**config.mk**
```make
export PLATFORM = sky130hd
export DESIGN_NAME = ascon_fsm
export DESIGN_NICKNAME = d
export VERILOG_FILES = /design/src/rtl/ascon_pack.sv /design/src/rtl/round_counter.sv /design/src/rtl/ascon_fsm.sv
export SDC_FILE = /design/constraint.sdc
export NUM_CORES = 1
export LEC_CHECK = 0
export ABC_AREA = 1
export BUFFER_PORTS_ARGS = -buffer_cell sky130_fd_sc_hd__buf_2
export CELL_PAD_IN_SITES_DETAIL_PLACEMENT = 1
export CELL_PAD_IN_SITES_GLOBAL_PLACEMENT = 1
export CORE_MARGIN = 2
export CORE_UTILIZATION = 25
export DETAILED_ROUTE_END_ITERATION = 7
export GPL_TIMING_DRIVEN = 0
export PLACE_DENSITY = 0.56
export SYNTH_ARGS = -nofsm -noshare
export SYNTH_HDL_FRONTEND = slang
export SYNTH_SLANG_ARGS = --single-unit
export TNS_END_PERCENT = 5
```
**constraint.sdc**
```tcl
create_clock -name clock_i -period 1.48 [get_ports clock_i]
set_input_delay 0.296 -clock clock_i [delete_from_list [all_inputs] [get_ports clock_i]]
set_output_delay 0.296 -clock clock_i [all_outputs]
set_load 0.05 [all_outputs]
```
**src/rtl/ascon_pack.sv**
```systemverilog
// Shared types and round constants for the ASCON-128 control path.
package ascon_pack;

    typedef enum logic [2:0] {
        IDLE,
        INIT,
        AD_WAIT,
        AD_PERM,
        PT_WAIT,
        PT_PERM,
        FIN,
        DONE
    } fsm_state_t;

    // p^a runs rounds 0..11, p^b runs rounds 6..11 (the wait cycle is round 6)
    localparam int ROUND_PA_START = 0;
    localparam int ROUND_PB_START = 6;
    localparam int ROUND_LAST     = 11;

    typedef logic [63:0] type_state [0:4];

endpackage

```
**src/rtl/round_counter.sv**
```systemverilog
// Permutation round index: loadable start value, increments once per round, holds at the last round.
module round_counter
    import ascon_pack::*;
#(
    parameter int CNT_W = 4
) (
    input  logic             clock_i,
    input  logic             reset_i,
    input  logic             load_i,
    input  logic [CNT_W-1:0] load_val_i,
    input  logic             en_i,
    output logic [CNT_W-1:0] round_o
);

    always_ff @(posedge clock_i or posedge reset_i) begin
        if (reset_i) begin
            round_o <= '0;
        end else if (load_i) begin
            round_o <= load_val_i;
        end else if (en_i && (round_o != CNT_W'(ROUND_LAST))) begin
            round_o <= round_o + CNT_W'(1);
        end
    end

endmodule

```
**src/rtl/ascon_fsm.sv**
```systemverilog
// ASCON-128 encryption sequencer: init, one AD block, NB_BLOCKS plaintext blocks, finalisation.
module ascon_fsm
    import ascon_pack::*;
#(
    parameter int NB_BLOCKS = 4,
    parameter int CNT_W     = 4
) (
    input  logic                           clock_i,
    input  logic                           reset_i,
    input  logic                           start_i,
    input  logic                           data_valid_i,
    output logic                           data_ready_o,
    output logic [CNT_W-1:0]               round_o,
    output logic                           init_state_o,
    output logic                           en_reg_state_o,
    output logic                           en_xor_data_begin_o,
    output logic                           en_xor_key_begin_o,
    output logic                           en_xor_key_end_o,
    output logic                           en_xor_lsb_o,
    output logic                           en_cipher_o,
    output logic                           en_tag_o,
    output logic                           cipher_valid_o,
    output logic [$clog2(NB_BLOCKS+1)-1:0] block_cnt_o,
    output logic                           end_o
);

    localparam int BW = $clog2(NB_BLOCKS + 1);

    fsm_state_t       state;
    logic             cnt_load;
    logic [CNT_W-1:0] cnt_load_val;
    logic             cnt_en;
    logic             round_last;
    logic             last_blk;
    logic [CNT_W-1:0] pt_round_start;

    round_counter #(
        .CNT_W(CNT_W)
    ) u_round_counter (
        .clock_i   (clock_i),
        .reset_i   (reset_i),
        .load_i    (cnt_load),
        .load_val_i(cnt_load_val),
        .en_i      (cnt_en),
        .round_o   (round_o)
    );

    assign round_last = (round_o == CNT_W'(ROUND_LAST));
    assign last_blk   = (block_cnt_o == BW'(NB_BLOCKS - 1));
    // The last plaintext block shares its cycle with round 0 of the final p^a
    assign pt_round_start = last_blk ? CNT_W'(ROUND_PA_START) : CNT_W'(ROUND_PB_START);

    always_ff @(posedge clock_i or posedge reset_i) begin
        if (reset_i) begin
            state          <= IDLE;
            block_cnt_o    <= '0;
            cipher_valid_o <= 1'b0;
            end_o          <= 1'b0;
        end else begin
            cipher_valid_o <= en_cipher_o;
            case (state)
                IDLE, DONE: begin
                    if (start_i) begin
                        state       <= INIT;
                        block_cnt_o <= '0;
                        end_o       <= 1'b0;
                    end
                end
                INIT:    if (round_last) state <= AD_WAIT;
                AD_WAIT: if (data_valid_i) state <= AD_PERM;
                AD_PERM: if (round_last) state <= PT_WAIT;
                PT_WAIT: begin
                    if (data_valid_i) begin
                        block_cnt_o <= block_cnt_o + BW'(1);
                        state       <= last_blk ? FIN : PT_PERM;
                    end
                end
                PT_PERM: if (round_last) state <= PT_WAIT;
                FIN: begin
                    if (round_last) begin
                        state <= DONE;
                        end_o <= 1'b1;
                    end
                end
                default: state <= IDLE;
            endcase
        end
    end

    always_comb begin
        data_ready_o        = 1'b0;
        init_state_o        = 1'b0;
        en_reg_state_o      = 1'b0;
        en_xor_data_begin_o = 1'b0;
        en_xor_key_begin_o  = 1'b0;
        en_xor_key_end_o    = 1'b0;
        en_xor_lsb_o        = 1'b0;
        en_cipher_o         = 1'b0;
        en_tag_o            = 1'b0;
        cnt_load            = 1'b0;
        cnt_load_val        = CNT_W'(ROUND_PA_START);
        cnt_en              = 1'b0;
        case (state)
            IDLE, DONE: begin
                if (start_i) begin
                    cnt_load     = 1'b1;
                    cnt_load_val = CNT_W'(ROUND_PA_START);
                end
            end
            INIT: begin
                en_reg_state_o = 1'b1;
                init_state_o   = (round_o == CNT_W'(ROUND_PA_START));
                if (round_last) begin
                    en_xor_key_end_o = 1'b1;
                    cnt_load         = 1'b1;
                    cnt_load_val     = CNT_W'(ROUND_PB_START);
                end else begin
                    cnt_en = 1'b1;
                end
            end
            AD_WAIT: begin
                if (data_valid_i) begin
                    data_ready_o        = 1'b1;
                    en_xor_data_begin_o = 1'b1;
                    en_reg_state_o      = 1'b1;
                    cnt_en              = 1'b1;
                end
            end
            AD_PERM, PT_PERM: begin
                en_reg_state_o = 1'b1;
                if (round_last) begin
                    en_xor_lsb_o = (state == AD_PERM);
                    cnt_load     = 1'b1;
                    cnt_load_val = pt_round_start;
                end else begin
                    cnt_en = 1'b1;
                end
            end
            PT_WAIT: begin
                if (data_valid_i) begin
                    data_ready_o        = 1'b1;
                    en_xor_data_begin_o = 1'b1;
                    en_cipher_o         = 1'b1;
                    en_reg_state_o      = 1'b1;
                    en_xor_key_begin_o  = last_blk;
                    cnt_en              = 1'b1;
                end
            end
            FIN: begin
                en_reg_state_o = 1'b1;
                if (round_last) begin
                    en_xor_key_end_o = 1'b1;
                    en_tag_o         = 1'b1;
                end else begin
                    cnt_en = 1'b1;
                end
            end
            default: ;
        endcase
    end

endmodule
```
==> metrics list <==
- Result of the run: complete, but fails checks
- Worst path arrival time: around 1.4 ns
* Clock Root Buffer: sky130_fd_sc_hd__clkbuf_4
- Count of endpoints failing hold in the final timing report: 0
* Overall die area: 0.004132 mm²
- Number of placed I/O pins: 22
- Averaged over all synthesized cells, the footprint is 7.042 µm².
- Minimum clock period after layout: ~1.7 ns
- The floorplan step set the die width to 64.28 µm.
- Mapped Area: approximately 910 µm²
- Number of warning messages in the yosys log: 0
* Maximum level of the CTS H-tree: 1
- CP Launch Point: state[1]
* Cell taking the most area after synthesis: sky130_fd_sc_hd__dfrtp_1
- Failing checks: setup timing
- The count of nets left with antenna violations once routing finished came out at 0.
- Actual transition at the worst max-transition pin: just over 0.5 ns
* Initial DRC Count: 26
- DRC violations left: 0
- Top cells by area in the synthesized netlist: sky130_fd_sc_hd__dfrtp_1 33%, sky130_fd_sc_hd__nand2_1 16%, sky130_fd_sc_hd__nand3_1 11%
- The endpoint identified for the worst register-to-register timing path is block_cnt_o[1].
- Worst-path clk slew: 0.08 ns
- Across the routed clock network, the largest skew measured is roughly 0.0011 ns.
- The critical path ends at en_xor_data_begin_o.
- Setup repair after global routing could not meet its margin everywhere.
* Achievable Freq: approximately 570 MHz
- The first global-routing pass estimated 5168 µm of wire.
- Maximum number of pins on one net before global-route repair: 13
* Antenna violations before repair: 0
* Maximum ir drop on the vdd rail: between 0.7 and 0.8 mV
- For the worst flop-to-flop path, the logic depth is 10.
* Area of the core: ~0.0034 mm²
- Clock latency reported for the late side of the worst-skew pair: 0.27 ns
- The critical path is of the reg2out type.
- Initial cell density of the core: a little over a quarter
- After synthesis, the netlist uses 23 different library cells.
- Routed length per placed instance: between 10 and 15 µm
* Cell area power density: between 2000 and 2500 mW/mm²
- Setup violations remaining at the end of the flow were counted as 19.
- The analysis attributes to cell leakage a power of around 0.00075 µW.
- From synthesis to final layout, the design area changed by 63.09%.
- TritonCTS built the clock tree.
- Mapped Cells: 129
* Buffers added on ports: 21
- In the post-route analysis, the smallest setup slack over all paths is -0.2597 ns.
- DR pass1 iterations: 4
- Hold Crit Class: in2async
- Power, Total: ~3400 µW
- Normalized max-slew margin: approximately 66%
- After detailed routing, the total wire length is 3061 µm.
- In the finished design, the share of the clock period the worst path needs comes to 117.5%.
* Sink count of the clock tree: 12
* Worst setup EP type: output port
- The via count of the first global-routing pass was 1,081.
- Via count: roughly 1,000
- Across every metal layer, demand over resource in global routing totals approximately 16%.
- Once detailed placement completed, the half-perimeter wirelength came to about 2200 µm.
- Max-cap violations in this run came to 0.
* Synth top area share: around 33%
* Origin of the critical flop-to-flop path: state[2]
- The number of nets handed over by synthesis was between 100 and 150.
- Setup slack of the most critical reg-to-reg path: -0.10 ns
- Number of pins exceeding their max-slew limit in the final report: 0
- Type of element launching the critical path: flop
- Seq/Total Area, Yosys: around 33%
- Required time of the worst setup path: 1.18 ns
- In the routed layout, each cell is associated on average with a via count of approximately 4.6.
* Number of hold-repair buffers added at the cts stage: 0
* Number of diodes: 0
- At the end of the flow, the number of nets in the layout was roughly 180.
- Deepest clock path buffer count: 2
* Remaining global-route overflow: 0
* Proportion of layout cells with a drive suffix above 1: a little over half
* Synth Register Bits: 12
- CP max FO: 4
- Clock tree synthesis inserted a total of 3 buffers.
- Row generation in the floorplan step produced 21 rows.
* Worst hold slack across all endpoints: between 0.03 and 0.04 ns
- Routability-driven placement finished with a final weighted congestion of about 0.76.
- Die Y-Extent: 64.28 µm
state kept, by name, summed over array words and instances, names as in the netlist:
register and flops:
cipher_valid_o 1, end_o 1, u_round_counter.round_o 4, block_cnt_o 3
state 3
what timing repair did:
item / 4_1_cts / 5_1_grt
setup endpoints to repair: 11 / 19
pin swaps: 5 / 8
endpoints found under the hold margin: 0 / 0
buffers inserted: 13 / 3
gates resized for setup: 38 / 16
worst max-delay path, cell delays in order (launching register included):
cell                      delay, ns
sky130_fd_sc_hd__dfrtp_2       0.46
sky130_fd_sc_hd__buf_4         0.16
sky130_fd_sc_hd__nand2_4       0.07
sky130_fd_sc_hd__nand2_1       0.07
sky130_fd_sc_hd__nand3_2       0.10
sky130_fd_sc_hd__inv_2         0.05
sky130_fd_sc_hd__buf_4         0.13
sky130_fd_sc_hd__buf_8         0.14
report_power, final:
| part | internal [µW] | switching, µW |
|---|---|---|
| logic | 942 | 1600 |
| registers | 450 | 138 |
| clock network | 149 | 120 |
placed cells by master (no fill, tap or decap), drive strengths merged:
cell type  netlist  layout
o211ai           2       2
xor2             2       2
o21a             1       1
dfrtp           12      12
nand4            1       1
buf              3      40
a21oi            2       2
and2             1       1
inv             18      17
ha               4       4
o21ai            3       3
nand3           23      23
clkbuf           0       4
clkinvlp         0       1
nor2            10      10
nand2           44      44
nand3b           1       1
nor3             2       2
cells in the mapped netlist:
cell and count:
sky130_fd_sc_hd__nand2_4 1, sky130_fd_sc_hd__nand3b_1 1, sky130_fd_sc_hd__a21oi_1 2, sky130_fd_sc_hd__and2_4 1, sky130_fd_sc_hd__nor3_1 2, sky130_fd_sc_hd__o211ai_1 2
sky130_fd_sc_hd__nand2_2 4, sky130_fd_sc_hd__o21a_1 1, sky130_fd_sc_hd__nor2_2 2, sky130_fd_sc_hd__nand3_4 1, sky130_fd_sc_hd__buf_6 2, sky130_fd_sc_hd__inv_2 4
sky130_fd_sc_hd__dfrtp_1 12, sky130_fd_sc_hd__xor2_1 2, sky130_fd_sc_hd__buf_4 1, sky130_fd_sc_hd__nand4_1 1, sky130_fd_sc_hd__inv_1 14, sky130_fd_sc_hd__nor2_1 8
sky130_fd_sc_hd__ha_1 4, sky130_fd_sc_hd__nand3_1 20, sky130_fd_sc_hd__o21ai_0 3, sky130_fd_sc_hd__nand3_2 2, sky130_fd_sc_hd__nand2_1 39
kinds of logic (layout without fill, tap and decap cells):
family | Yosys count | after routing | share of synthesized area (%)
AOI/OAI and AO/OA | 8 | 8 | 5.234
and+or+nand+nor | 82 | 82 | 43.53
DFF | 12 | 12 | 33.06
xor gates and xnor gates | 2 | 2 | 1.929
buffers and inverters | 21 | 62 | 10.74
adders and majority gates | 4 | 4 | 5.510
worst min-delay path by stage:
stage,slack [ns],to,depth (start not counted)
5_1_grt,0.08,block_cnt_o[2],2
2_1_floorplan,0.16,block_cnt_o[2],1
3_5_place_dp,0.36,cipher_valid_o,2
6_report,0.03,block_cnt_o[2],2
4_1_cts,0.06,block_cnt_o[2],2
3_3_place_gp,0.36,cipher_valid_o,2
per-layer routing:
layer / up-vias / wire length, µm / track usage [%]
met3: 0 / 73 / 2.289
met5: - / 0 / 0
met4: 0 / 0 / 3.989
li1: 493 / - / -
met1: 475 / 1459 / 20.86
met2: 15 / 1528 / 28.39
area by class of cell:
| class | instances | area, µm² |
|---|---|---|
| clock buffers | 4 | 36.28 |
| multi-input cells | 96 | 660.6 |
| fillers | 427 | 1934 |
| plain buffers | 3 | 30.03 |
| well taps | 46 | 57.56 |
| inverters | 18 | 78.83 |
| flip-flops and latches | 12 | 309.0 |
| repair buffers | 37 | 309.0 |
per-stage QoR:
| stage | util, % | worst slack, ns | cell area, µm² | TNS, ns | instances |
|---|---|---|---|---|---|
| after global routing | 43.37 | -0.3495 | 1481 | -4.206 | 216 |
| final | 43.37 | -0.2597 | 1481 | -2.511 | 216 |
| after CTS | 40.59 | -0.2480 | 1386 | -2.130 | 213 |
| after floorplan | - | -0.2366 | 979.7 | -1.037 | 129 |
| after detailed placement | 33.44 | -0.2173 | 1142 | -0.9495 | 196 |
| after global placement | 33.44 | -0.1957 | 1142 | -0.7052 | 196 |
No activity file was read; power rests on OpenSTA's default activity.
